## config.mk

```make
export PLATFORM = sky130hd
export DESIGN_NAME = usb_serial_in_sched
export DESIGN_NICKNAME = d
export VERILOG_FILES = /design/src/rtl/usb_serial_in_sched.sv
export SDC_FILE = /design/constraint.sdc
export NUM_CORES = 1
export LEC_CHECK = 0
export CORE_UTILIZATION = 50
export CTS_CLUSTER_DIAMETER = 80
export DETAILED_ROUTE_END_ITERATION = 7
export PLACE_DENSITY = 0.76
export SYNTH_ARGS = -nofsm -noshare
export SYNTH_HDL_FRONTEND = slang
export SYNTH_SLANG_ARGS = --single-unit
```

## constraint.sdc

```tcl
create_clock -name clk_48mhz -period 2.9 [get_ports clk_48mhz]
set_input_delay 0.725 -clock clk_48mhz [delete_from_list [all_inputs] [get_ports clk_48mhz]]
set_output_delay 0.725 -clock clk_48mhz [all_outputs]
set_load 0.005 [all_outputs]
```

## src/rtl/usb_serial_in_sched.sv

```systemverilog
// Serial bulk IN packet scheduler: drains the TX FIFO into the usb_fs_pe IN endpoint buffer
// and commits full packets immediately, short packets after an idle flush time, and a
// zero-length packet when a transfer ends on a full-size packet.
module usb_serial_in_sched #(
   parameter int unsigned MAX_PKT  = 64,
   parameter int unsigned FLUSH_US = 500
) (
   input  logic        clk_48mhz,
   input  logic        reset,
   input  logic        us_tick,
   input  logic        tx_empty,
   input  logic [7:0]  tx_fifo_rdata,
   output logic        tx_read,
   output logic        in_ep_req,
   input  logic        in_ep_grant,
   input  logic        in_ep_data_free,
   output logic        in_ep_data_put,
   output logic [7:0]  in_ep_data,
   output logic        in_ep_data_done,
   output logic        in_ep_stall,
   input  logic        in_ep_acked,
   output logic        busy,
   output logic [15:0] pkt_count
);

   localparam int unsigned    CntW     = $clog2(MAX_PKT + 1);
   localparam logic [CntW-1:0] CntMax  = CntW'(MAX_PKT);
   localparam logic [15:0]    FlushVal = 16'(FLUSH_US);

   typedef enum logic [2:0] {
      StIdle,
      StReq,
      StFill,
      StCommit,
      StWaitAck
   } state_e;

   state_e          state_q, state_d;
   logic [CntW-1:0] cnt_q;
   logic [15:0]     timer_q;
   logic            zlp_pend_q;
   logic            full_q;
   logic            put;
   logic            expired;
   logic            cnt_full;
   logic            cnt_zero;

   // Byte transfer qualifier and next-state decision
   always_comb begin
      expired  = (timer_q == FlushVal);
      cnt_full = (cnt_q == CntMax);
      cnt_zero = (cnt_q == '0);
      put      = (state_q == StFill) && in_ep_grant && in_ep_data_free && !tx_empty &&
                 (cnt_q < CntMax);
      state_d  = state_q;
      unique case (state_q)
         StIdle: begin
            if (!tx_empty || (zlp_pend_q && expired)) state_d = StReq;
         end
         StReq: begin
            if (in_ep_grant) state_d = StFill;
         end
         StFill: begin
            // A put in the same cycle as expiry keeps the packet open.
            if (cnt_full || (expired && !cnt_zero && !put) ||
                (cnt_zero && zlp_pend_q && tx_empty)) begin
               state_d = StCommit;
            end
         end
         StCommit: state_d = StWaitAck;
         StWaitAck: begin
            if (in_ep_acked) state_d = StIdle;
         end
         default: state_d = StIdle;
      endcase
   end

   // FIFO pop and buffer write strobes follow the put qualifier in the same cycle
   always_comb begin
      tx_read        = put;
      in_ep_data_put = put;
      in_ep_data     = put ? tx_fifo_rdata : 8'h00;
      in_ep_stall    = 1'b0;
   end

   // State, byte count, idle timer, ZLP tracking and registered status outputs
   always_ff @(posedge clk_48mhz or posedge reset) begin
      if (reset) begin
         state_q         <= StIdle;
         cnt_q           <= '0;
         timer_q         <= '0;
         zlp_pend_q      <= 1'b0;
         full_q          <= 1'b0;
         pkt_count       <= '0;
         in_ep_req       <= 1'b0;
         in_ep_data_done <= 1'b0;
         busy            <= 1'b0;
      end else begin
         state_q <= state_d;

         if (put || (state_d != state_q) || (state_q == StIdle && !tx_empty)) begin
            timer_q <= '0;
         end else if (us_tick && !expired) begin
            timer_q <= timer_q + 16'd1;
         end

         if (put) cnt_q <= cnt_q + CntW'(1);

         if (state_q == StCommit) begin
            full_q     <= cnt_full;
            zlp_pend_q <= 1'b0;
         end

         if (state_q == StWaitAck && in_ep_acked) begin
            pkt_count  <= pkt_count + 16'd1;
            zlp_pend_q <= full_q;
            cnt_q      <= '0;
         end

         in_ep_req       <= (state_d inside {StReq, StFill, StCommit});
         in_ep_data_done <= (state_d inside {StCommit, StWaitAck});
         busy            <= (state_d != StIdle);
      end
   end

endmodule

```

Yosys cells after proc, flatten, opt, wreduce, memory -nomap -nowiden
Cells that the tools add are included.
{ "classes": {"reduce_logical": 29, "div_mod_pow": 0, "magnitude_cmp": 1, "n_mux": 12, "bitwise": 0, "add_sub_neg": 3, "multipliers": 0, "eq_ne": 11, "shifts": 0} }
{ "ops": {"columns": ["op", "n"], "rows": [
  ["$add A16 B1 Y16 const B", 2],
  ["$mux W16", 2],
  ["$eq A16 B9 Y1 const B", 1],
  ["$pmux W3 S5", 1],
  ["$mux W7", 2],
  ["$eq A3 B2 Y1 const B", 4],
  ["$logic_and A1 B1 Y1", 12],
  ["$mux W3", 4],
  ["$mux W8", 1],
  ["$reduce_bool A2 Y1", 4],
  ["$add A7 B1 Y7 const B", 1],
  ["$eq A7 B7 Y1 const B", 1],
  ["$logic_not A7 Y1", 1],
  ["$lt A7 B7 Y1 const B", 1],
  ["$eq A3 B1 Y1 const B", 2],
  ["$eq A3 B3 Y1 const B", 2],
  ["$reduce_bool A3 Y1", 2],
  ["$logic_or A1 B1 Y1", 5],
  ["$logic_not A1 Y1", 4],
  ["$logic_not A3 Y1", 1],
  ["$ne A3 B3 Y1", 1],
  ["$mux W1", 2]
]} }
{ "word_totals": {"mem_bits_ro": 0, "regBits": 47, "input_bits": 15, "mem_count": 0, "latch_bits": 0, "elab_cells": 65, "mem_bits_rw": 0} }

Longest topological paths before layout
{ "logic_depth": {"ltp_word": 15, "depth_mapped": 8, "mapped_depth_nobuf": 7} }

Worst setup path before layout
Ideal clock, no wire load.
{ "synth_path": {"path_type": "reg-to-output", "from": "register state_q[2]", "to": "output port in_ep_data[0]", "setup_slack_ps": 361, "path_stages_with_launch": 7, "n_path_buf": 2, "required_time_ps": 2175, "arrival_ps": 1814, "cell_sequence": "dfrtp_1 -> buf_4 -> or3b_4 -> or4_4 -> inv_2 -> buf_2 -> and2_1"} }
{ "synth_via": {"elab_chain_cells": 6} }
{ "synth_lines": {"columns": ["item", "line_no", "text"], "rows": [
  ["from (decl)", "38", "state_e state_q, state_d;"],
  ["from (signal assigned)", "89", "state_q <= StIdle;"],
  ["from (signal assigned)", "99", "state_q <= state_d;"],
  ["$eq A3 B2 Y1", "53", "put = (state_q == StFill) && in_ep_grant && in_ep_data_free && !tx_empty &&"],
  ["$logic_and A1 B1 Y1 (4 in series)", "53", null],
  ["via in_ep_data_put", "17", "output logic in_ep_data_put,"],
  ["$mux W8", "82", "in_ep_data = put ? tx_fifo_rdata : 8'h00;"],
  ["to (decl)", "18", "output logic [7:0] in_ep_data,"]
]} }
The timed path passes the listed nets, and every way through them passes these cells.

Worst setup path in the final report
{ "layout_path": {"from": "register state_q[2]", "to": "output port in_ep_data[4]"} }
{ "layout_via": {"elab_chain_cells": 6} }
{ "layout_lines": {"columns": ["item", "line_no"], "rows": [
  ["$eq A3 B2 Y1", "53"],
  ["$logic_and A1 B1 Y1 (4 in series)", "53"],
  ["$mux W8", "82"]
]} }
Every way passes these cells.

==> results by group <==
Clock network
  – H-tree levels: 2
  – Clock Pin Slew Worst Setup and Hold Paths: 90 ps
  – Clock sinks: 47
  – CTS Buffer Depth: 2
  – Worst-Skew Late Latency: 300 ps
  – Number of CTS-inserted buffers: 5
  – CTS tree: done
  – Clock root buffer: clkbuf_8

Floorplanning
  – Die W: 72.0 µm
  – Rows: 25
  – Die footprint: 5190 µm²
  – Die height: 72.0 µm
  – Initial Util: 51.9%
  – I/O pin count: 45
  – Core area: 4720 µm²

Synthesis
  – Seq/Total Area, Yosys: 48.0%
  – Top cells by area, synth: dfrtp_1, xnor2_1, a21oi_2
  – Synth warn: 0
  – Commonest register cell after synthesis: dfrtp_1
  – Top-count cell post-synth: dfrtp_1
  – #FFs+latches synth: 47
  – Post-synth EDFFs: 0
  – Post-Syn Area: 2450 µm²
  – Yosys top cell by area: dfrtp_1
  – Synth Area per Inst: 10.4 µm²
  – Post-synth top cells: dfrtp_1, xnor2_1, nor2_1
  – Synthesized instance count: 236
  – Library cells used by synthesis: 48
  – Async set or reset register ratio after synthesis: 100%
  – Mapped Nets: 256
  – Synth top area share: 48.0%

Power
  – Worst VDD drop: 0.000244 V
  – PD cells: 579 nW/µm²
  – Clock share of power: 21.7%
  – Net Sw Frac: 34.5%
  – Sequential Power Share: 44.2%
  – Power Internal: 1.20 mW
  – Switch Pwr: 0.632 mW
  – Leak: 1.39 nW
  – Combinational share of power: 34.2%

Timing
  – Clock Skews: 4.11 ps
  – F_max: 354 MHz
  – Final Hold Vio Count: 0
  – Setup TNS: 0 ps
  – Max-slew violations: 0
  – Slew margin rel.: 53.6%
  – Measured slew at the worst slew-check pin: 688 ps
  – Hold_ws: 472 ps
  – Period minus WS final: 2830 ps
  – Endpoints failing setup: 0
  – Final worst-path cycle share: 97.5%

GRT
  – Initial antenna violation count: 0
  – Grt total ovfl: 0
  – Vias in the first global route: 1793
  – Global-route wire length before repair: 7.85 mm
  – Largest net degree at the start of global routing: 26
  – Total global-route track usage: 19.4%

Route
  – Initial DRC count: 37
  – Routed Antenna Nets: 0
  – Routed vias: 1908
  – Routed wire per std cell: 12.9 µm
  – DRC: 0
  – DRT Pass-1 Iters: 4
  – Final WL: 4.72 mm
  – Via/cell ratio: 5.21

Worst hold path
  – HP Start: pkt_count[15]
  – Hold Path Depth: 1
  – Hold Path End: pkt_count[15]
  – Hold crit path type: reg2reg

Setup path
  – Critical-path top delay cell: or4_4
  – CP Max Fanout: 5
  – Max stage delay on crit path: 430 ps
  – Critical R2R Capture: timer_q[2]
  – CP Cell Sequence: or3b_4 > or4_4 > buf_4 > inv_4 > and2_1 > dlygate4sd2_1
  – FF-to-FF Start: state_q[2]
  – CP bufs+invs: 3
  – CP Capture Type: primary output
  – Critical Path Source Type: flop
  – WP data required: 2170 ps
  – CP top delay family: simple AND/OR/NAND/NOR gates
  – Worst path arrival time: 2100 ps
  – CP Class: reg2out
  – Cell depth of the worst setup path: 6
  – Internal reg-to-reg setup slack: 470 ps
  – Reg2reg path depth: 11

Cells and area
  – Area Growth Syn to Fin: 29.2%
  – Antenna cells: 0
  – Final nets: 318
  – Share of layout cells above drive strength 1: 18.1%

Place
  – Port buffer count: 43
  – Gpl congestion: 0.806
  – DPL Wire Length: 3.26 mm

Outcome
  – Status: finished clean

Run
  – Max-cap violations: 0
==> layout make-up <==
class                   count  area, µm²
fillers                   363       1560
clock buffers               5       68.8
repair inverters            1       6.26
inverters                  12       50.0
repair buffers             63        586
flip-flops and latches     47       1180
clock inverters             3       18.8
multi-input cells         168       1180
well taps                  67       83.8
==> placed cells by master (no fill, tap or decap), types with 2 or more instances in the layout <==
cell type        Yosys  routed
nand3_1             13      13
inv_6                0       2
or3_1                2       2
o21ai_0              4       4
clkinv_2             0       2
xor2_1              10      10
clkbuf_8             0       5
nand2_1             13      13
nand4_1              9       9
a31oi_1              2       2
nor3_1               4       4
clkdlybuf4s50_1      0      30
xnor2_1             25      25
inv_1               11      10
and2_1               9       8
a21oi_1              9       9
nor3b_1              2       2
buf_6                2       3
nor2_1              17      17
a21oi_2             10      10
ha_1                 5       5
and3_1               7       7
dfrtp_1             47      47
mux2i_1              2       2
buf_4                3      17
dlygate4sd2_1        0      10
and4_1               2       2
==> power by group through the flow <==
stage | Sequential [mW] | Clock, mW | Combinational (mW)
2_1_floorplan | 0.811 | 0 | 0.396
3_3_place_gp | 0.817 | 0 | 0.587
3_5_place_dp | 0.820 | 0 | 0.602
4_1_cts | 0.808 | 0.406 | 0.609
5_1_grt | 0.822 | 0.434 | 0.686
6_report | 0.810 | 0.397 | 0.626
==> cell families after synthesis <==
group                    after synthesis  share of synthesized area [%]
other                                  1                          0.153
flip-flops                            47                           48.0
XOR/XNOR                              35                           12.5
AND/OR/NAND/NOR                       90                           20.8
multiplexers                           3                           1.28
AO/OA/AOI/OAI                         34                           10.4
buffers and inverters                 21                           4.34
adder cells (fa/ha/maj)                5                           2.55
==> through the flow <==
stage / setup WS (ps) / instance area, µm² / power (mW) / cells / utilization (%)
finish: 73.3 / 3170 / 1.83 / 366 / 67.0
global route: -3.03 / 3170 / 1.94 / 366 / 67.0
detailed placement: -292 / 3010 / 1.42 / 349 / 63.8
CTS: 20.9 / 3160 / 1.82 / 364 / 66.9
global placement: -265 / 3010 / 1.40 / 349 / 63.8
floorplan: 361 / 2450 / 1.21 / 236 / -
==> flip-flops by register name, summed over array words and instances (netlist names) <==
signal and cells:
full_q 1, in_ep_req 1, timer_q 16, zlp_pend_q 1, state_q 3, cnt_q 7, in_ep_data_done 1, busy 1
pkt_count 16
==> how the worst max path moves through the flow <==
| stage | start | slack [ps] | endpoint |
|---|---|---|---|
| floorplan | state_q[2] | 360 | in_ep_data[0] |
| global placement | in_ep_grant | -270 | in_ep_data[1] |
| detailed placement | in_ep_grant | -290 | in_ep_data[2] |
| CTS | state_q[0] | 20 | in_ep_data[6] |
| global route | state_q[2] | -3 | in_ep_data[3] |
| finish | state_q[2] | 70 | in_ep_data[4] |
==> layer usage <==
metal / vias to the layer above / global-route usage [%] / share of wire (%)
met5: - / 0 / 0
met4: 0 / 7.41 / 1.7
met3: 8 / 3.75 / 3.9
met2: 55 / 32.9 / 47
met1: 906 / 24.7 / 48
li1: 939 / - / -
==> what timing repair did <==
| action | in CTS | in global routing |
|---|---|---|
| buffers inserted | 6 | 2 |
| gates cloned | 1 | 0 |
| pin swaps | 3 | 1 |
| resized for setup | 27 | 1 |
| endpoints found under the setup margin | 10 | 4 |
| hold buffers | 0 | 0 |
(Power assumes the default switching activity.)
